[config.mk]
export PLATFORM = sky130hd
export DESIGN_NAME = cpc_bus_cycle_tracker
export DESIGN_NICKNAME = d
export VERILOG_FILES = /design/src/rtl/cpc_bus_pkg.sv /design/src/rtl/cpc_ctrl_sync.sv /design/src/rtl/cpc_bus_cycle_tracker.sv
export SDC_FILE = /design/constraint.sdc
export NUM_CORES = 1
export LEC_CHECK = 0
export CORE_MARGIN = 2
export CORE_UTILIZATION = 25
export DETAILED_ROUTE_END_ITERATION = 10
export PLACE_DENSITY = 0.44
export SLEW_MARGIN = 20
export SYNTH_ARGS = -nofsm -noshare
export SYNTH_HDL_FRONTEND = slang
export SYNTH_SLANG_ARGS = --single-unit
[constraint.sdc]
create_clock -name clk -period 3.7 [get_ports clk]
set_input_delay 0.37 -clock clk [delete_from_list [all_inputs] [get_ports clk]]
set_output_delay 0.37 -clock clk [all_outputs]
set_load 0.05 [all_outputs]
[src/rtl/cpc_bus_pkg.sv]
// rtl/cpc_bus_pkg.sv - shared constants and types for the CPC bus cycle tracker
//
// Purpose : cyc_type encodings (CPU_BUS_*), FSM state encoding, control
//           vector bit positions and the register-select data mask.
// Ports   : none (package)

package cpc_bus_pkg;

  // cyc_type output encodings
  localparam logic [2:0] CPU_BUS_IDLE   = 3'd0;
  localparam logic [2:0] CPU_BUS_MEM_RD = 3'd1;
  localparam logic [2:0] CPU_BUS_MEM_WR = 3'd2;
  localparam logic [2:0] CPU_BUS_IO_RD  = 3'd3;
  localparam logic [2:0] CPU_BUS_IO_WR  = 3'd4;
  localparam logic [2:0] CPU_BUS_RFSH   = 3'd5;
  localparam logic [2:0] CPU_BUS_INTACK = 3'd6;

  // data[7:6] value that selects the bank register on an IO write
  localparam logic [1:0] REGSEL_MASK = 2'b11;

  // Bit positions inside the 6-bit control strobe vector
  localparam int CTL_MREQ = 5;
  localparam int CTL_IORQ = 4;
  localparam int CTL_RD   = 3;
  localparam int CTL_WR   = 2;
  localparam int CTL_M1   = 1;
  localparam int CTL_RFSH = 0;

  typedef enum logic [3:0] {
    ST_IDLE,
    ST_MEM_PEND,
    ST_MEM_RD,
    ST_MEM_WR,
    ST_IO_PEND,
    ST_IO_RD,
    ST_IO_WR,
    ST_RFSH,
    ST_INTACK,
    ST_DONE
  } bus_state_t;

  // Reported cycle type for a state; pending and done states report IDLE
  function automatic logic [2:0] state_cyc_type(input bus_state_t st);
    logic [2:0] t;
    t = CPU_BUS_IDLE;
    case (st)
      ST_MEM_RD: t = CPU_BUS_MEM_RD;
      ST_MEM_WR: t = CPU_BUS_MEM_WR;
      ST_IO_RD:  t = CPU_BUS_IO_RD;
      ST_IO_WR:  t = CPU_BUS_IO_WR;
      ST_RFSH:   t = CPU_BUS_RFSH;
      ST_INTACK: t = CPU_BUS_INTACK;
      default:   t = CPU_BUS_IDLE;
    endcase
    return t;
  endfunction

endpackage

[src/rtl/cpc_ctrl_sync.sv]
// rtl/cpc_ctrl_sync.sv - input sampling and optional deglitch of the Z80 strobes
//
// Purpose : registers the control strobe vector and the data/address side bus.
//           CTRL_DEGLITCH_EN defined: two sampling flops per strobe and a per-bit
//           agree filter (output follows only when the last two samples match);
//           side bus delayed by two flops to stay aligned with the filtered strobes.
//           CTRL_DEGLITCH_EN undefined: one sampling flop, no filtering.
// Ports   : clk, reset (sync, active-high)
//           ctrl_in[5:0] raw strobes {mreq,iorq,rd,wr,m1,rfsh}_b -> ctrl_s[5:0]
//           side_in[9:0] raw {adr15, adr8, data[7:0]}            -> side_s[9:0]

module cpc_ctrl_sync
  import cpc_bus_pkg::*;
(
  input  logic       clk,
  input  logic       reset,
  input  logic [5:0] ctrl_in,
  input  logic [9:0] side_in,
  output logic [5:0] ctrl_s,
  output logic [9:0] side_s
);

  // Strobe flops reset to "asserted" (0) so the tracker can never arm on
  // reset values; it has to see real high samples first.
`ifdef CTRL_DEGLITCH_EN
  logic [5:0] st1, st2, held, agree;
  logic [9:0] side1, side2;

  assign agree  = ~(st1 ^ st2);
  assign ctrl_s = (agree & st2) | (~agree & held);
  assign side_s = side2;

  always_ff @(posedge clk) begin
    if (reset) begin
      st1   <= '0;
      st2   <= '0;
      held  <= '0;
      side1 <= '0;
      side2 <= '0;
    end else begin
      st1   <= ctrl_in;
      st2   <= st1;
      held  <= ctrl_s;
      side1 <= side_in;
      side2 <= side1;
    end
  end
`else
  always_ff @(posedge clk) begin
    if (reset) begin
      ctrl_s <= '0;
      side_s <= '0;
    end else begin
      ctrl_s <= ctrl_in;
      side_s <= side_in;
    end
  end
`endif

endmodule

[src/rtl/cpc_bus_cycle_tracker.sv]
// rtl/cpc_bus_cycle_tracker.sv - Z80 bus cycle classifier for the RAM expansion
//
// Purpose : classifies sampled Z80 strobes into bus cycles, raises clean
//           per-cycle flags, emits a one-cycle bank register write strobe and
//           aborts cycles that stay active for TMO_CYCLES clocks.
//           Optional macro CTRL_DEGLITCH_EN (in cpc_ctrl_sync) adds a 2-flop
//           agree filter on the strobes (+1 clk latency).
// Params  : TMO_CYCLES (4..255) active clocks before abort, CW counter width
// Ports   : clk, reset (sync, active-high)
//           mreq_b, iorq_b, rd_b, wr_b, m1_b, rfsh_b  raw Z80 strobes
//           adr15, adr8, data[7:0]                    raw address/data
//           cyc_type[2:0]  current cycle class (CPU_BUS_*)
//           mwr_cyc, mrd_cyc  memory write / read active
//           regwr_stb, regwr_data[5:0], regwr_adr8  bank register write
//           tmo_stb  cycle aborted by timeout

module cpc_bus_cycle_tracker
  import cpc_bus_pkg::*;
#(
  parameter int TMO_CYCLES = 16,
  parameter int CW         = 8
) (
  input  logic       clk,
  input  logic       reset,
  input  logic       mreq_b,
  input  logic       iorq_b,
  input  logic       rd_b,
  input  logic       wr_b,
  input  logic       m1_b,
  input  logic       rfsh_b,
  input  logic       adr15,
  input  logic       adr8,
  input  logic [7:0] data,
  output logic [2:0] cyc_type,
  output logic       mwr_cyc,
  output logic       mrd_cyc,
  output logic       regwr_stb,
  output logic [5:0] regwr_data,
  output logic       regwr_adr8,
  output logic       tmo_stb
);

  localparam logic [CW-1:0] TMO_LAST = CW'(TMO_CYCLES - 1);

  logic [5:0] ctrl_s;
  logic [9:0] side_s;

  cpc_ctrl_sync u_sync (
    .clk     (clk),
    .reset   (reset),
    .ctrl_in ({mreq_b, iorq_b, rd_b, wr_b, m1_b, rfsh_b}),
    .side_in ({adr15, adr8, data}),
    .ctrl_s  (ctrl_s),
    .side_s  (side_s)
  );

  logic       s_mreq_b, s_iorq_b, s_rd_b, s_wr_b, s_m1_b, s_rfsh_b;
  logic       s_adr15, s_adr8;
  logic [7:0] s_data;

  assign s_mreq_b = ctrl_s[CTL_MREQ];
  assign s_iorq_b = ctrl_s[CTL_IORQ];
  assign s_rd_b   = ctrl_s[CTL_RD];
  assign s_wr_b   = ctrl_s[CTL_WR];
  assign s_m1_b   = ctrl_s[CTL_M1];
  assign s_rfsh_b = ctrl_s[CTL_RFSH];
  assign s_adr15  = side_s[9];
  assign s_adr8   = side_s[8];
  assign s_data   = side_s[7:0];

  bus_state_t    state, nxt;
  logic [CW-1:0] cnt;
  logic          armed;
  logic          tmo_hit;
  logic          regsel;
  logic          io_wr_entry;
  logic          tmo_now;

  assign tmo_now = (cnt == TMO_LAST);
  assign regsel  = !s_adr15 && (s_data[7:6] == REGSEL_MASK);

  always_comb begin
    nxt     = state;
    tmo_hit = 1'b0;
    case (state)
      ST_IDLE: begin
        // An unarmed tracker ignores strobes until both mreq and iorq have
        // been seen inactive (after reset or after a timeout abort).
        // Strobes already qualified by rd/wr skip the pending state.
        if (armed) begin
          if (!s_mreq_b) begin
            if (!s_rfsh_b)    nxt = ST_RFSH;
            else if (!s_wr_b) nxt = ST_MEM_WR;
            else if (!s_rd_b) nxt = ST_MEM_RD;
            else              nxt = ST_MEM_PEND;
          end else if (!s_iorq_b) begin
            if (!s_m1_b)      nxt = ST_INTACK;
            else if (!s_wr_b) nxt = ST_IO_WR;
            else if (!s_rd_b) nxt = ST_IO_RD;
            else              nxt = ST_IO_PEND;
          end
        end
      end
      ST_MEM_PEND: begin
        if (s_mreq_b)     nxt = ST_DONE;
        else if (tmo_now) begin
          nxt     = ST_DONE;
          tmo_hit = 1'b1;
        end
        else if (!s_wr_b) nxt = ST_MEM_WR;
        else if (!s_rd_b) nxt = ST_MEM_RD;
      end
      ST_IO_PEND: begin
        if (s_iorq_b)     nxt = ST_DONE;
        else if (tmo_now) begin
          nxt     = ST_DONE;
          tmo_hit = 1'b1;
        end
        else if (!s_wr_b) nxt = ST_IO_WR;
        else if (!s_rd_b) nxt = ST_IO_RD;
      end
      ST_MEM_RD, ST_MEM_WR, ST_RFSH: begin
        // Release is checked before timeout so it wins a same-clock tie
        if (s_mreq_b) nxt = ST_DONE;
        else if (tmo_now) begin
          nxt     = ST_DONE;
          tmo_hit = 1'b1;
        end
      end
      ST_IO_RD, ST_IO_WR, ST_INTACK: begin
        if (s_iorq_b) nxt = ST_DONE;
        else if (tmo_now) begin
          nxt     = ST_DONE;
          tmo_hit = 1'b1;
        end
      end
      ST_DONE: nxt = ST_IDLE;
      default: nxt = ST_IDLE;
    endcase
  end

  // Only the transition into IO_WR qualifies, so a held wr_b strobes once
  assign io_wr_entry = (nxt == ST_IO_WR) && (state != ST_IO_WR);

  always_ff @(posedge clk) begin
    if (reset) begin
      state      <= ST_IDLE;
      cnt        <= '0;
      armed      <= 1'b0;
      cyc_type   <= CPU_BUS_IDLE;
      mwr_cyc    <= 1'b0;
      mrd_cyc    <= 1'b0;
      regwr_stb  <= 1'b0;
      regwr_data <= '0;
      regwr_adr8 <= 1'b0;
      tmo_stb    <= 1'b0;
    end else begin
      state    <= nxt;
      cyc_type <= state_cyc_type(nxt);
      mwr_cyc  <= (nxt == ST_MEM_WR);
      mrd_cyc  <= (nxt == ST_MEM_RD);
      tmo_stb  <= tmo_hit;

      regwr_stb <= io_wr_entry && regsel;
      if (io_wr_entry && regsel) begin
        regwr_data <= s_data[5:0];
        regwr_adr8 <= s_adr8;
      end

      if (state == ST_IDLE)
        cnt <= '0;
      else if (state != ST_DONE && cnt != '1)
        cnt <= cnt + 1'b1;

      // A timed-out cycle is still on the bus; disarm so it is not re-reported
      if (tmo_hit)
        armed <= 1'b0;
      else if (state == ST_IDLE && s_mreq_b && s_iorq_b)
        armed <= 1'b1;
    end
  end

endmodule
; Word-level counts from Yosys, hierarchy flattened
; Index checks and enable logic that the tools add are counted.
[classes]
n_addsub = 1
n_eq_ne = 19
mux = 26
reduce_logical = 14
[op_table]
columns = op, count
row1 = $mux W4, 15
row2 = $eq A4 B3 Y1 const B, 7
row3 = $pmux W4 S5, 1
row4 = $pmux W3 S6, 1
row5 = $eq A4 B2 Y1 const B, 4
row6 = $add A8 B1 Y8 const B, 1
row7 = $eq A4 B4 Y1 const B, 2
row8 = $eq A8 B4 Y1 const B, 1
row9 = $ne A8 B8 Y1 const B, 1
row10 = $reduce_or A4 Y1, 2
row11 = $logic_and A1 B1 Y1, 6
row12 = $mux W2, 3
row13 = $reduce_or A3 Y1, 2
row14 = $eq A4 B1 Y1 const B, 1
row15 = $logic_not A4 Y1, 1
row16 = $mux W1, 4
row17 = $ne A4 B3 Y1 const B, 1
row18 = $ne A4 B4 Y1 const B, 1
row19 = $reduce_or A2 Y1, 2
row20 = $mux W3, 1
row21 = $eq A2 B2 Y1 const B, 1
row22 = $pmux W1 S2, 1
row23 = $logic_not A1 Y1, 1
[word_totals]
ff_bits = 43
input_bits = 18
word_cells = 72

; Logic depth before layout (Yosys ltp)
[logic_depth]
word_depth = 10
mapped_depth = 8
mapped_depth_nobuf = 7

; Hierarchy
; Synthesis repeated with hierarchy kept, for this count alone.
[hier_totals]
cells_unflattened = 207
hier_area_um2 = 1911.8
[by_module_without_submodules]
columns = module, n_inst, cells_per_inst, area_per_inst_um2
row1 = cpc_bus_cycle_tracker, 1, 174, 1447.6
row2 = cpc_ctrl_sync, 1, 33, 464.2

; Worst setup path after synthesis
; No wires, ideal clock.
[synth_timing]
kind = flip-flop to flip-flop
startpoint = register cnt[0]
endpoint = register regwr_adr8
t_arrival_ns = 1.809
required_time_ns = 3.628
slack_ns = 1.819
stages_incl_launch_ff = 9
path_buffers = 1
period_less_slack_ns = 1.881
cell_sequence = dfxtp_1 ha_1 nand4b_2 nor4_4 o31a_2 nor3_2 and4_1 buf_6 mux2i_1
[synth_via]
elab_chain_cells = 7
elab_cells_between_ends = 12
classes_between = 2 x eq/ne / 8 x mux / 2 x reduce/logical
[synth_lines]
columns = element, line
row1 = from (decl), cpc_bus_cycle_tracker.sv:72  ; logic [CW-1:0] cnt;
row2 = from (signal assigned), cpc_bus_cycle_tracker.sv:173  ; cnt <= cnt + 1'b1;
row3 = $eq A8 B4 Y1 (*), cpc_bus_cycle_tracker.sv:79  ; assign tmo_now = (cnt == TMO_LAST);
row4 = $mux W4 (on tied branches) (2 in a row), -
row5 = $pmux W4 S5 (*), cpc_bus_cycle_tracker.sv:85  ; case (state)
row6 = $eq A4 B3 Y1 (*), cpc_bus_cycle_tracker.sv:143  ; assign io_wr_entry = (nxt == ST_IO_WR) && (state != ST_IO_WR);
row7 = $logic_and A1 B1 Y1 (*), cpc_bus_cycle_tracker.sv:143
row8 = $logic_and A1 B1 Y1 (*), cpc_bus_cycle_tracker.sv:165  ; if (io_wr_entry && regsel) begin
row9 = to (signal assigned), cpc_bus_cycle_tracker.sv:167  ; regwr_adr8 <= s_adr8;
row10 = to (decl), cpc_bus_cycle_tracker.sv:39  ; output logic regwr_adr8,
; Mark *: on every way between the ends. The rest lies on a longest branch, timed or not.
; A chain may end at the register's enable or synchronous reset.

; Final worst setup path
[layout_timing]
startpoint = register state[0]
endpoint = register regwr_adr8
[layout_via]
elab_chain_cells = 8
elab_cells_between_ends = 30
classes_between = 10 x eq/ne / 15 x mux / 5 x reduce/logical
[layout_lines]
columns = element, line
row1 = from (decl), cpc_bus_cycle_tracker.sv:71  ; bus_state_t state, nxt;
row2 = from (signal assigned), cpc_bus_cycle_tracker.sv:158  ; state <= nxt;
row3 = $mux W4 (on tied branches), "cpc_bus_cycle_tracker.sv:120, cpc_bus_cycle_tracker.sv:111"
row4 = $mux W4 (on tied branches), "cpc_bus_cycle_tracker.sv:119, cpc_bus_cycle_tracker.sv:110"
row5 = $mux W4 (on tied branches), "cpc_bus_cycle_tracker.sv:115, cpc_bus_cycle_tracker.sv:106"
row6 = $mux W4 (on tied branches), "cpc_bus_cycle_tracker.sv:114, cpc_bus_cycle_tracker.sv:105"
row7 = $pmux W4 S5, cpc_bus_cycle_tracker.sv:85
row8 = $eq A4 B3 Y1, cpc_bus_cycle_tracker.sv:143
row9 = $logic_and A1 B1 Y1 (*), cpc_bus_cycle_tracker.sv:143
row10 = $logic_and A1 B1 Y1 (*), cpc_bus_cycle_tracker.sv:165
; Marked as above.

==> metrics.md <==
| Metric | Value |
|---|---|
| Die Span Y | `between 90 and 100 um` |
| CTS Root Cell | `clkbuf_8` |
| Number of synthesized flops with an enable pin | `0` |
| Initial DRT Pass Iterations | `4` |
| Tightest Pin Transition | `0.7890 ns` |
| Layout area overhead | `26.70%` |
| Hold_buf cts | `0` |
| Synth top area share | `about 45%` |
| IO Pins | `32` |
| #FFs+latches synth | `43` |
| Initial DRC count | `78` |
| Antenna violations before repair | `0` |
| # H-tree levels | `2` |
| Layout Nets | `roughly 250` |
| # diodes | `0` |
| Cell depth of the worst flop-to-flop path | `6` |
| Min Clock Period, post-route | `2.286 ns` |
| CP top delay family | `simple AND/OR/NAND/NOR gates` |
| Worst slew margin | `between 40% and 50%` |
| CP Depth | `6` |
| Initial Util | `between 20% and 30%` |
| FF-to-FF Start | `state[0]` |
| Most common cell in the netlist | `dfxtp_1` |
| CP Launch Type | `flop` |
| CP max stage cell | `dfxtp_1` |
| Hold Crit Depth | `2` |
| Min-delay src | `u_sync.side_s[5]` |
| Skew-Pair Late Insertion Delay | `roughly 0.29 ns` |
| YS warnings | `0` |
| Mapped cell area | `~0.0019 mm^2` |
| Vias in the first global route | `roughly 1400` |
| Netlist cell types | `between 40 and 50` |
| Post-CTS Setup Inserts | `0` |
| Syn Nets | `about 220` |
| Hold crit path type | `flop to flop` |
| Final slew viol count | `0` |
| Critical path required time | `~4 ns` |
| Status | `complete, no violations` |
| Top_reg_cell synth | `dfxtp_1` |
| Max-cap viol count | `0` |
| Post-CTS Resized | `0` |
| # DRC | `0` |
| RSZ-0062 raised after global routing | `no` |
| Row Count | `31` |
| Max clock buf depth | `2` |
| Worst EP arrival | `approximately 2.5 ns` |
| Lkg Pwr | `roughly 0.83 nW` |
| Cell Pwr Density | `around 430 mW/mm^2` |
| # port buffers | `31` |
| Worst path max stage delay | `roughly 0.62 ns` |
| Placer Congestion | `approximately 0.8` |
| CTS tree | `done` |
| Total congestion overflow | `0` |
| Ranking of synthesized cells by area | `dfxtp_1 (45%), nor2b_1 (6.5%), nand2b_1 (6.2%)` |
| Crit end category | `flop` |
| Critical Path Source | `state[0]` |
| Share of post-route cells with drive strength above 1 | `approximately 9.7%` |
| Post-Route WL | `~3.8 mm` |
| Synthesized instance count | `197` |
| Final setup violation count | `0` |
| Post-synthesis async set-or-reset flop share | `0%` |
| Mapped Avg Cell Area | `approximately 9.7 um^2` |
| Worst Path Max Fanout | `12` |
| WHS | `about 0.45 ns` |
| Post-route clock skew | `between 0.003 and 0.004 ns` |
| All-Layer GR Usage | `under 10%` |
| TritonCTS buffer count | `5` |
| Bufs and invs on worst path | `0` |
| Cell taking the most area after synthesis | `dfxtp_1` |
| DP Wirelength | `between 2 and 3 mm` |
| Most frequent cells after synthesis | `dfxtp_1 (43), nor2b_1 (20), nand2b_1 (19), nor2_1 (19)` |
| Via count | `1399` |
| Fillers | `approximately 740` |
| Die W | `approximately 91 um` |
| Final Hold Fails | `0` |
| DRT antenna net count | `0` |
| Clk sinks | `43` |
| Crit-path cells | `nand2_2, a22oi_2, o32ai_1, nor3_2, and4_1, mux2i_1` |
| Clock-pin slew on the worst setup and hold paths | `0.08 ns` |
| Sum Neg Setup Slack | `0 ns` |
| First-pass GRT wire length | `6.541 mm` |
| Period utilization | `between 60% and 70%` |
| Maximum vdd drop | `0.1501 mV` |
| Core area | `between 0.007 and 0.008 mm^2` |
| Largest net degree at the start of global routing | `24` |
| Maximum clock rate | `0.4374 GHz` |
| Routed len/inst | `about 12 um` |
| Die area | `between 0.008 and 0.009 mm^2` |
| Via density | `4.291` |
| Setup CP Type | `flop to flop` |
| Register area share after synthesis | `a little under half` |
## cell usage in the layout, fill, tap and decap left out, types with 2 or more instances in the layout
master | Yosys | layout
a21oi_1 | 5 | 5
nor2_1 | 19 | 19
nand3_1 | 5 | 5
xor2_1 | 3 | 3
bufinv_16 | 0 | 2
mux2i_1 | 8 | 8
clkdlybuf4s50_1 | 0 | 31
inv_1 | 5 | 5
a31oi_1 | 4 | 4
xnor2_1 | 3 | 3
nand2b_1 | 19 | 19
nand2_2 | 2 | 2
o21ai_0 | 4 | 4
nor2b_1 | 20 | 20
or3_1 | 4 | 4
a211oi_1 | 3 | 3
nor4_4 | 2 | 2
and2_1 | 2 | 2
nand4_1 | 3 | 3
dfxtp_1 | 43 | 43
clkbuf_8 | 0 | 5
nor3_2 | 2 | 2
nand2_1 | 8 | 8
## cell type report
type,count,area [um^2],share of cell area [%]
repair buffers,32,317.8,13.12
well taps,99,123.9,5.114
multi-input cells,139,968.4,39.98
clock buffers,6,72.57,2.996
inverters,5,18.77,0.7748
clock inverters,2,60.06,2.479
flip-flops and latches,43,860.8,35.54
## path summary, 6_finish.rpt
| kind | endpoint | slack (ns) |
|---|---|---|
| setup / recovery | regwr_adr8 | 1.41 |
| setup reg to reg | regwr_adr8 | 1.41 |
| hold / removal | regwr_data[5] | 0.45 |
| hold reg to reg | regwr_data[5] | 0.45 |
## kinds of logic after synthesis
logic type	count (synthesis)	share of synthesized area, %
xor+xnor	6	2.749
buf+inv	15	4.319
compound gates	32	13.74
flops	43	45.03
fa+ha+maj	1	0.6543
simple gates	91	28.73
mux	9	4.778
## through the flow
| stage | worst slack [ns] | std cells | area [um^2] | power (mW) | util, % |
|---|---|---|---|---|---|
| final | 1.414 | 326 | 2422 | 1.036 | 33.04 |
| after global routing | 1.253 | 326 | 2422 | 1.078 | 33.04 |
| after CTS | 1.418 | 326 | 2422 | 1.054 | 33.04 |
| after detailed placement | 1.441 | 318 | 2290 | 0.6173 | 31.23 |
| after global placement | 1.459 | 318 | 2290 | 0.6189 | 31.23 |
| after floorplan | 1.819 | 197 | 1912 | 0.5814 | - |
## worst register-to-register path, cell delays in order (launching register included)
cell,delay [ns]
dfxtp_1,0.62
nand2_2,0.16
a22oi_2,0.21
o32ai_1,0.15
nor3_2,0.33
and4_1,0.53
mux2i_1,0.23
## power by group
group | leakage, nW | internal, mW | switching [mW]
clock | 0.0654 | 0.270 | 0.161
sequential | 0.351 | 0.479 | 0.0168
combinational | 0.417 | 0.0560 | 0.0543
## routing by layer
metal	track usage [%]	up-vias	routed length, um
li1	-	738	-
met1	12.84	630	1948
met2	14.40	25	1667
met3	2.324	6	128
met4	5.051	0	80
met5	0	-	0
## flip-flops by register name, indices dropped and copies added (netlist names)
signal,count
mwr_cyc,1
mrd_cyc,1
armed,1
cyc_type,3
state,4
cnt,8
u_sync.ctrl_s,6
regwr_adr8,1
tmo_stb,1
u_sync.side_s,10
regwr_stb,1
regwr_data,6
Power figures use the tool's default switching activity.
